### config.mk
export PLATFORM = sky130hd
export DESIGN_NAME = four_bit_divider
export DESIGN_NICKNAME = d
export VERILOG_FILES = /design/src/rtl/divider_pkg.sv /design/src/rtl/FourBitSubtractor.sv /design/src/rtl/four_bit_divider.sv
export SDC_FILE = /design/constraint.sdc
export NUM_CORES = 1
export LEC_CHECK = 0
export BUFFER_PORTS_ARGS = -buffer_cell sky130_fd_sc_hd__buf_2
export CAP_MARGIN = 20
export CORE_MARGIN = 5
export CORE_UTILIZATION = 58
export CTS_CLUSTER_SIZE = 25
export DETAILED_ROUTE_END_ITERATION = 8
export GPL_ROUTABILITY_DRIVEN = 0
export GPL_TIMING_DRIVEN = 0
export PLACE_DENSITY = 0.82
export RECOVER_POWER = 25
export SLEW_MARGIN = 20
export SYNTH_ARGS = -nofsm -noshare
export SYNTH_HDL_FRONTEND = slang
export SYNTH_SLANG_ARGS = --single-unit
### constraint.sdc
create_clock -name clock -period 5.4 [get_ports clock]
set_clock_uncertainty 0.1 [all_clocks]
set_input_delay 1.08 -clock clock [delete_from_list [all_inputs] [get_ports clock]]
set_output_delay 1.08 -clock clock [all_outputs]
set_load 0.005 [all_outputs]
### src/rtl/divider_pkg.sv
// rtl/divider_pkg.sv - shared types and constants for the 4-bit restoring divider
package divider_pkg;

  typedef enum logic [1:0] {
    IDLE = 2'd0,
    RUN  = 2'd1,
    DONE = 2'd2
  } state_t;

  localparam int ITERATIONS = 4;
  localparam logic [3:0] DIV0_QUOTIENT = 4'hF;

endpackage

### src/rtl/FourBitSubtractor.sv
// rtl/FourBitSubtractor.sv - 4-bit ripple subtractor used as the trial-subtract datapath
module FourBitSubtractor (
  input  logic       borrowIn,
  input  logic [3:0] x,
  input  logic [3:0] y,
  output logic       borrowOut,
  output logic [3:0] xy
);

  logic [4:0] diff;

  // Widen by one bit so the borrow falls out as the MSB of the difference.
  always_comb begin
    diff      = {1'b0, x} - {1'b0, y} - {4'b0000, borrowIn};
    xy        = diff[3:0];
    borrowOut = diff[4];
  end

endmodule

### src/rtl/four_bit_divider.sv
// rtl/four_bit_divider.sv - sequential unsigned restoring divider, one quotient bit per clock
module four_bit_divider
  import divider_pkg::*;
(
  input  logic       clock,
  input  logic       nReset,
  input  logic       start,
  input  logic [3:0] dividend,
  input  logic [3:0] divisor,
  output logic       busy,
  output logic       done,
  output logic [3:0] quotient,
  output logic [3:0] remainder,
  output logic       divByZero
);

  state_t     state_q, state_d;
  logic [3:0] r_q, r_d;
  logic [3:0] q_q, q_d;
  logic [3:0] d_q, d_d;
  logic [1:0] count_q, count_d;
  logic       busy_q, busy_d;
  logic       done_q, done_d;
  logic [3:0] quotient_q, quotient_d;
  logic [3:0] remainder_q, remainder_d;
  logic       div0_q, div0_d;

  logic [3:0] rs;
  logic       r4;
  logic       sub_borrow;
  logic [3:0] sub_diff;
  logic       q_bit;
  logic [3:0] r_next;
  logic [3:0] q_next;

  FourBitSubtractor u_sub (
    .borrowIn (1'b0),
    .x        (rs),
    .y        (d_q),
    .borrowOut(sub_borrow),
    .xy       (sub_diff)
  );

  // Trial subtract: r4 set means the shifted value is >= 16 > D, so the
  // 4-bit difference is correct even though the subtractor reports a borrow.
  always_comb begin
    r4     = r_q[3];
    rs     = {r_q[2:0], q_q[3]};
    q_bit  = r4 | ~sub_borrow;
    r_next = q_bit ? sub_diff : rs;
    q_next = {q_q[2:0], q_bit};
  end

  // Control FSM next-state and register updates.
  always_comb begin
    state_d     = state_q;
    r_d         = r_q;
    q_d         = q_q;
    d_d         = d_q;
    count_d     = count_q;
    busy_d      = busy_q;
    done_d      = 1'b0;
    quotient_d  = quotient_q;
    remainder_d = remainder_q;
    div0_d      = div0_q;
    unique case (state_q)
      IDLE, DONE: begin
        state_d = IDLE;
        busy_d  = 1'b0;
        if (start) begin
          if (divisor != 4'd0) begin
            q_d     = dividend;
            d_d     = divisor;
            r_d     = 4'd0;
            count_d = 2'd0;
            busy_d  = 1'b1;
            state_d = RUN;
          end else begin
            quotient_d  = DIV0_QUOTIENT;
            remainder_d = dividend;
            div0_d      = 1'b1;
            done_d      = 1'b1;
            state_d     = DONE;
          end
        end
      end
      RUN: begin
        r_d     = r_next;
        q_d     = q_next;
        count_d = count_q + 2'd1;
        if (count_q == 2'(ITERATIONS - 1)) begin
          quotient_d  = q_next;
          remainder_d = r_next;
          div0_d      = 1'b0;
          done_d      = 1'b1;
          busy_d      = 1'b0;
          state_d     = DONE;
        end
      end
      default: begin
        state_d = IDLE;
        busy_d  = 1'b0;
      end
    endcase
  end

  // State and result registers; reset abandons any division in flight.
  always_ff @(posedge clock or negedge nReset) begin
    if (!nReset) begin
      state_q     <= IDLE;
      r_q         <= 4'd0;
      q_q         <= 4'd0;
      d_q         <= 4'd0;
      count_q     <= 2'd0;
      busy_q      <= 1'b0;
      done_q      <= 1'b0;
      quotient_q  <= 4'd0;
      remainder_q <= 4'd0;
      div0_q      <= 1'b0;
    end else begin
      state_q     <= state_d;
      r_q         <= r_d;
      q_q         <= q_d;
      d_q         <= d_d;
      count_q     <= count_d;
      busy_q      <= busy_d;
      done_q      <= done_d;
      quotient_q  <= quotient_d;
      remainder_q <= remainder_d;
      div0_q      <= div0_d;
    end
  end

  assign busy      = busy_q;
  assign done      = done_q;
  assign quotient  = quotient_q;
  assign remainder = remainder_q;
  assign divByZero = div0_q;

endmodule

### After elaboration in Yosys (flattened, before gate mapping)

Cells that the tools add are included.

* bits in registers: 27
* output and inout bits: 11
* logic and storage cells: 61

* $add $sub $neg: 2
* equal/unequal tests: 7
* muxes and demuxes: 33
* bitwise gates (word level): 2
* reductions and logical operators: 7

Operators by type and width (count)
* 4-bit 2-to-1 mux: 11
* 4-bit one-hot mux with 2 select lines: 4
* 2-bit 2-to-1 mux: 5
* 1-bit 2-to-1 mux: 8
* 2-bit inequality test (second input constant): 4
* 2-bit one-hot mux with 2 select lines: 2
* 1-bit one-hot mux with 2 select lines: 3
* 3-bit AND reduction: 2
* 4-bit by 4-bit subtractor with 5-bit output: 1
* 2-bit == test (second input constant): 2
* 4-bit AND reduction: 1
* 4-bit nonzero test: 1
* 2-bit by 1-bit adder with 2-bit output (second input constant): 1
* 2-bit by 1-bit == test with 1-bit output (second input constant): 1
* 2-bit logical NOT: 1
* 2-bit nonzero test: 1
* 2-bit OR reduction: 1
* 1-bit inverter: 1
* 1-bit OR: 1

### Longest topological paths before layout

Gate-level depths: netlist (run 1).

* depth after elaboration: 6
* gate-level depth with buffers: 8
* gate-level depth less buffers: 8

### By module

A second synthesis (run 1) with hierarchy kept.

* cells, all modules: 136
* area total of the unflattened synthesis: 1415.1 sq um

Modules (own cells, without submodules)
* four_bit_divider: instances 1, cells each 112, area an instance 1207.4 sq um, seq. area each 675.6 sq um
* FourBitSubtractor: instances 1, cells each 24, area an instance 207.7 sq um, seq. area each 0.0 sq um

### Least setup slack after synthesis (run 1)

No wires, ideal clock.

* kind: in2reg
* start point: input port divisor[1]
* end point: register q_q[1]
* library setup time: 0.082 ns
* arrival: 2.184 ns
* required time: 5.218 ns
* setup slack: 3.034 ns
* stages on the path: 5
* path buffers: 1
* cell sequence: or4_1 > nand2_1 > clkbuf_1 > nand2_1 > a31oi_1

* cells in the longest elaborated chain, start to end: 3

Ends and longest elaborated chain
* start, declared: RTL line four_bit_divider.sv:9 `input logic [3:0] divisor,`
* 4-bit nonzero test: RTL line four_bit_divider.sv:71 `if (divisor != 4'd0) begin`
* 2-bit inequality test (no line)
* 3-bit AND reduction (no line)
* end signal, assigned: RTL line four_bit_divider.sv:123 `q_q <= q_d;`
* end, declared: RTL line four_bit_divider.sv:19 `logic [3:0] q_q, q_d;`

No other way between the ends.
A chain may end at the register's enable or synchronous reset.

### Worst setup path after layout (run 1)

* start point: register q_q[3]
* end point: register remainder_q[1] (netlist: remainder[1])

* cells in the longest elaborated chain, start to end: 6

Ends and longest elaborated chain
* 4-bit by 4-bit subtractor with 5-bit output (*): RTL line FourBitSubtractor.sv:14 `diff = {1'b0, x} - {1'b0, y} - {4'b0000, borrowIn};`
* 1-bit inverter: RTL line four_bit_divider.sv:49 `q_bit = r4 | ~sub_borrow;`
* 1-bit OR: RTL line four_bit_divider.sv:49
* 4-bit 2-to-1 mux (*): RTL line four_bit_divider.sv:50 `r_next = q_bit ? sub_diff : rs;`
* 4-bit 2-to-1 mux (*): RTL line four_bit_divider.sv:91 `if (count_q == 2'(ITERATIONS - 1)) begin`
* 4-bit one-hot mux with 2 select lines (*): RTL line four_bit_divider.sv:66 `unique case (state_q)`
* end signal, assigned: RTL line four_bit_divider.sv:129 `remainder_q <= remainder_d;`
* end, declared: RTL line four_bit_divider.sv:25 `logic [3:0] remainder_q, remainder_d;`

Every way passes the cells marked *; elsewhere a longest branch is shown, timed or not. The select of a mux whose other input is x is not followed.

==> out/qor.txt, run 1 <==
global-route wire length before repair = 4.91 mm
Starting Density = 60.5%
peak supply drop = 0.400 mV
via count = 1046
DRT Pass-1 Iters = 4
layout cells sized above 1 = 23.9%
Die Area = 0.00334 mm2
RR Startpoint = q_q[3]
Avg Cell Area, Syn = 9.90 um2
most frequent cells after synthesis = dfrtp_1, nand2_1, nor2_1
hold endpoint = divByZero
pre-CTS setup slack = 2.70 ns
routed len/inst = 14.8 um
R2R depth = 8
period utilisation layout = 46.3%
EDFF count, synth = 0
Yosys cell types = 31
Synth Net Count = 151
Slew HR = 6.38%
cts bufs inserted = 3
Max Slew Vio Count = 0
Reg clk slew, reported paths = 0.15 ns
final setup violation count = 0
Worst-Margin Slew = 1.40 ns
H-tree depth = 1
Static Leak = 0.704 nW
initial antenna violation count = 0
post-synth top area share = 50.9%
Clock Path Buffers = 2
die width = 57.8 um
fin util = 68.2%
Crit path required time = 5.57 ns
hold buffer count at cts = 0
CTS tree = yes
RSZ-0062 raised after global routing = false
Fin Hold WS = 0.392 ns
buffers added on ports = 21
total track usage = 18.7%
CP arrival = 2.68 ns
Worst Hold Path Cells = 2
critical path class = reg -> reg
CTS resizes = 0
drt drc = 0
sequential share of the synthesized area = 50.9%
post-synthesis async set-or-reset flop share = 100%
largest area contributor in the netlist = dfrtp_1
PnR Total Power = 1.00 mW
Syn-to-layout area delta = 12.7%
final WL = 2.78 mm
clock latency on the worst-skew pair = 0.32 ns
via/cell ratio = 5.59
CP endpoint kind = register
status = finished clean
crit-path max FO = 7
type of origin of the critical path = register
r2r endpoint = remainder[1]
fin worst setup slack = 2.90 ns
Final HPWL DP = 2.06 mm
via count of the first global-routing pass = 1128
Total Nets Final = 177
global route total overflow = 0
Std-Cell Rows = 17
Iter 0 DRT Violations = 24
Root Driver = clkbuf_4
most frequent cell after synthesis = dfrtp_1
top_reg_cell synth = dfrtp_1
Min Clock Period, post-route = 2.50 ns
final-report hold violation count = 0
Sink Count = 27
Syn Inst Count = 134
chip height = 57.8 um
FF+latch count, synth = 27
flop2flop setup slack = 2.90 ns
maximum capacitance violations = 0
CORE AREA = 0.00219 mm2
synth top area cells = dfrtp_1, nand2_1, ha_1, nor2_1, o21ai_0
achievable frequency = 400 MHz
hold path start = divByZero
CP Launch Point = q_q[3]
Hold Crit Class = reg -> reg
maximum number of pins on one net before global-route repair = 28
I/O pin count = 22
Synthesis Warnings = 0
post-CTS setup buffers = 0
Diodes inserted = 0
Total Neg Setup Slack = 0 ns
Power Density = 671 mW/mm2
synthesized area = 0.00133 mm2
ANT nets after route = 0
-- registers in the layout, indices dropped and copies added (netlist names) --
signal and flops:
quotient 4, q_q 4, remainder 4, busy 1, d_q 4, divByZero 1, r_q 4, state_q 2
done 1, count_q 2
-- per-stage QoR --
step / std cells / cell area (um2)
global placement: 183 / 1470
floorplan: 134 / 1330
finish: 187 / 1500
global route: 187 / 1500
detailed placement: 183 / 1470
CTS: 187 / 1500
-- critical path: stages, from the launching register on --
cell       delay (ns)
dfrtp_1          0.39
inv_1            0.09
ha_1             0.20
fa_1             0.21
and3b_4          0.22
a2111oi_4        0.57
mux2_4           0.37
a21oi_2          0.15
mux2_2           0.15
-- how the worst max path moves through the flow --
stage	endpoint	depth (start not counted)	slack, ns
after floorplan	q_q[1]	5	3.03
after global placement	q_q[2]	6	2.75
after detailed placement	q_q[1]	6	2.70
after CTS	remainder[1]	8	2.90
after global routing	remainder[1]	8	2.74
final	remainder[1]	8	2.90
-- power breakdown --
group	leakage (nW)	internal [mW]	switching (mW)	total, mW
combinational	0.371	0.262	0.299	0.561
sequential	0.319	0.299	0.0556	0.354
clock	0.0139	0.0283	0.0602	0.0885
total	0.704	0.589	0.414	1.00
-- layout make-up --
class                           count  area [um2]
Fill cell                         178         696
Sequential cell                    27         676
Multi-Input combinational cell     98         609
Timing Repair Buffer               21         104
Tap cell                           28        35.0
Clock buffer                        3        22.5
Buffer                              4        22.5
Inverter                            5        18.8
Clock inverter                      1        7.51
-- layout by cell type (no fill, tap or decap), types with 2 or more instances in the layout --
master / n
dfrtp_1: 27
nand2_1: 25
buf_2: 20
nor2_1: 15
o21ai_0: 11
a21oi_1: 6
nand3_1: 6
inv_1: 5
ha_1: 5
clkbuf_1: 4
a31oi_1: 3
clkbuf_4: 3
nor2b_1: 2
nand2_2: 2
o21a_1: 2
nand2b_1: 2
mux2_4: 2
a21oi_2: 2
mux2_2: 2
-- cell families (layout without fill, tap and decap cells) --
kind of cell,count (synthesis),after routing,synth area share (%)
compound gates,28,28,14.4
simple gates,58,58,19.9
buf+inv,9,34,3.11
flops,27,27,50.9
fa+ha+maj,6,6,6.23
xor+xnor,1,1,0.660
mux,5,5,4.72
-- routing by layer --
layer	global-route usage, %	wire (um)	vias up
li1	-	-	501
met5	0	0	-
met1	25.1	1280	504
met3	4.23	179	7
met4	7.62	44	0
met2	29.2	1270	34
No activity file was read; power rests on OpenSTA's default activity.
==> run 2, diff against run 1 <==
- CORE_UTILIZATION: 58 -> 49
- PLACE_DENSITY: 0.82 -> 0.74
- clock period: 5.4 -> 2.3 ns (I/O delays scaled with it)
==> run 2 against run 1 <==
Effect of this change: sequential power rose by 140%; via count rose by 2.9%; clock power rose by 130%; utilization fell by 5.1 points; sequential cell count did not move; routed wire length rose by 7.9%.
==> out/qor.txt, run 2 (synthesized netlist as in run 1, its figures left out) <==
cts bufs inserted = 3
achievable frequency = 437 MHz
Syn-to-layout area delta = 20.1%
Min Clock Period, post-route = 2.29 ns
Slew HR = 4.01%
Filler cells = 203
RR Startpoint = d_q[0]
hold buffer count at cts = 0
Reg power frac = 32.2%
Hold Crit Class = in -> reg
crit-path max FO = 5
fraction of power spent switching nets = 41.1%
Crit path required time = 2.48 ns
Diodes inserted = 0
placed instance count = 185
die width = 62.0 um
Fin Hold WS = 0.258 ns
via count of the first global-routing pass = 1039
Static Leak = 0.752 nW
Clock Path Buffers = 2
chip height = 62.0 um
multi-input logic area = 662 um2
P_sw = 1.08 mW
final WL = 2.99 mm
maximum number of pins on one net before global-route repair = 28
drt drc = 0
type of origin of the critical path = register
layout cells sized above 1 = 29.7%
critical path class = reg -> reg
CTS tree = yes
commonest non-fill, non-tap cell in the layout = dfrtp_1
Reg area = 676 um2
CORE AREA = 0.00252 mm2
flop2flop setup slack = 0.01 ns
CP endpoint kind = register
hold path start = divisor[2]
routed len/inst = 15.3 um
Final HPWL DP = 2.01 mm
clock latency on the worst-skew pair = 0.33 ns
via count = 1076
clock group share of total power = 7.9%
Root Driver = clkbuf_4
global route total overflow = 0
R2R depth = 8
Total Nets Final = 183
Worst-Margin Slew = 1.44 ns
initial antenna violation count = 0
status = finished clean
period utilisation layout = 99.4%
Worst Hold Path Cells = 3
ANT nets after route = 0
final-report hold violation count = 0
Reg clk slew, reported paths = 0.14 ns
Starting Density = 52.6%
Power Density = 1650 mW/mm2
global-route wire length before repair = 4.84 mm
buffers added on ports = 21
RSZ-0062 raised after global routing = true
DRT Pass-1 Iters = 4
Iter 0 DRT Violations = 35
Int Power = 1.55 mW
via/cell ratio = 5.52
Non-Filler Instances = 195
Die Area = 0.00385 mm2
I/O pin count = 22
Std-Cell Rows = 18
Comb power frac = 59.9%
PnR Total Power = 2.63 mW
CP arrival = 2.47 ns
Sink Count = 27
r2r endpoint = remainder[1]
Max Slew Vio Count = 0
hold endpoint = d_q[2]
most frequent cells in the layout = dfrtp_1, nand2_1, buf_2
maximum capacitance violations = 0
total track usage = 17.3%
peak supply drop = 1.04 mV
H-tree depth = 1
final setup violation count = 0
==> run 2: stage by stage <==
stage | utilization (%) | instance area (um2) | setup TNS [ns] | setup WS [ns]
3_3_place_gp | 58.2 | 1470 | -0.421 | -0.134
2_1_floorplan | - | 1330 | 0 | 0.0840
6_report | 63.1 | 1590 | 0 | 0.0142
4_1_cts | 60.4 | 1520 | 0 | 0.00910
5_1_grt | 63.1 | 1590 | -0.0812 | -0.0582
3_5_place_dp | 58.2 | 1470 | -0.437 | -0.154
==> run 2: layout make-up <==
type | count | area share [%]
flip-flops and latches | 27 | 42.4
multi-input cells | 98 | 41.6
repair buffers | 27 | 9.35
well taps | 30 | 2.36
clock buffers | 3 | 1.41
plain buffers | 4 | 1.41
inverters | 5 | 1.18
clock inverters | 1 | 0.314
==> run 2: repair_timing <==
item,in CTS,in global routing
resized for setup,2,10
hold endpoints to repair,0,0
pin swaps,1,7
setup endpoints to repair,6,3
buffers inserted,3,4
==> run 2: how the worst max path moves through the flow <==
stage | startpoint | endpoint | slack, ns | cells after the start
after floorplan | q_q[3] | remainder[0] | 0.08 | 8
after global placement | q_q[3] | remainder[0] | -0.13 | 8
after detailed placement | q_q[3] | remainder[1] | -0.15 | 8
after CTS | d_q[0] | remainder[3] | 0.009 | 8
after global routing | d_q[0] | remainder[1] | -0.06 | 8
final | d_q[0] | remainder[1] | 0.01 | 8
==> run 2: worst max-delay path, stage by stage (launching register included) <==
cell,delay (ns)
dfrtp_1,0.45
ha_4,0.19
fa_2,0.36
and3b_4,0.31
a2111oi_4,0.04
buf_4,0.17
mux2_4,0.32
a21oi_4,0.14
mux2_4,0.15
==> run 2: power groups by stage <==
| stage | sequential (mW) | clock, mW | combinational [mW] |
|---|---|---|---|
| 6_report | 0.845 | 0.207 | 1.57 |
| 3_3_place_gp | 0.834 | 0 | 1.26 |
| 3_5_place_dp | 0.844 | 0 | 1.29 |
| 4_1_cts | 0.838 | 0.216 | 1.38 |
| 2_1_floorplan | 0.828 | 0 | 0.977 |
| 5_1_grt | 0.872 | 0.240 | 1.74 |
==> run 2: layer usage <==
| metal | up-vias | wire (um) | global-route usage [%] |
|---|---|---|---|
| met5 | - | 0 | 0 |
| met4 | 0 | 33 | 5.45 |
| met3 | 5 | 148 | 3.51 |
| met2 | 25 | 1350 | 25.7 |
| met1 | 524 | 1470 | 25.3 |
| li1 | 522 | - | - |
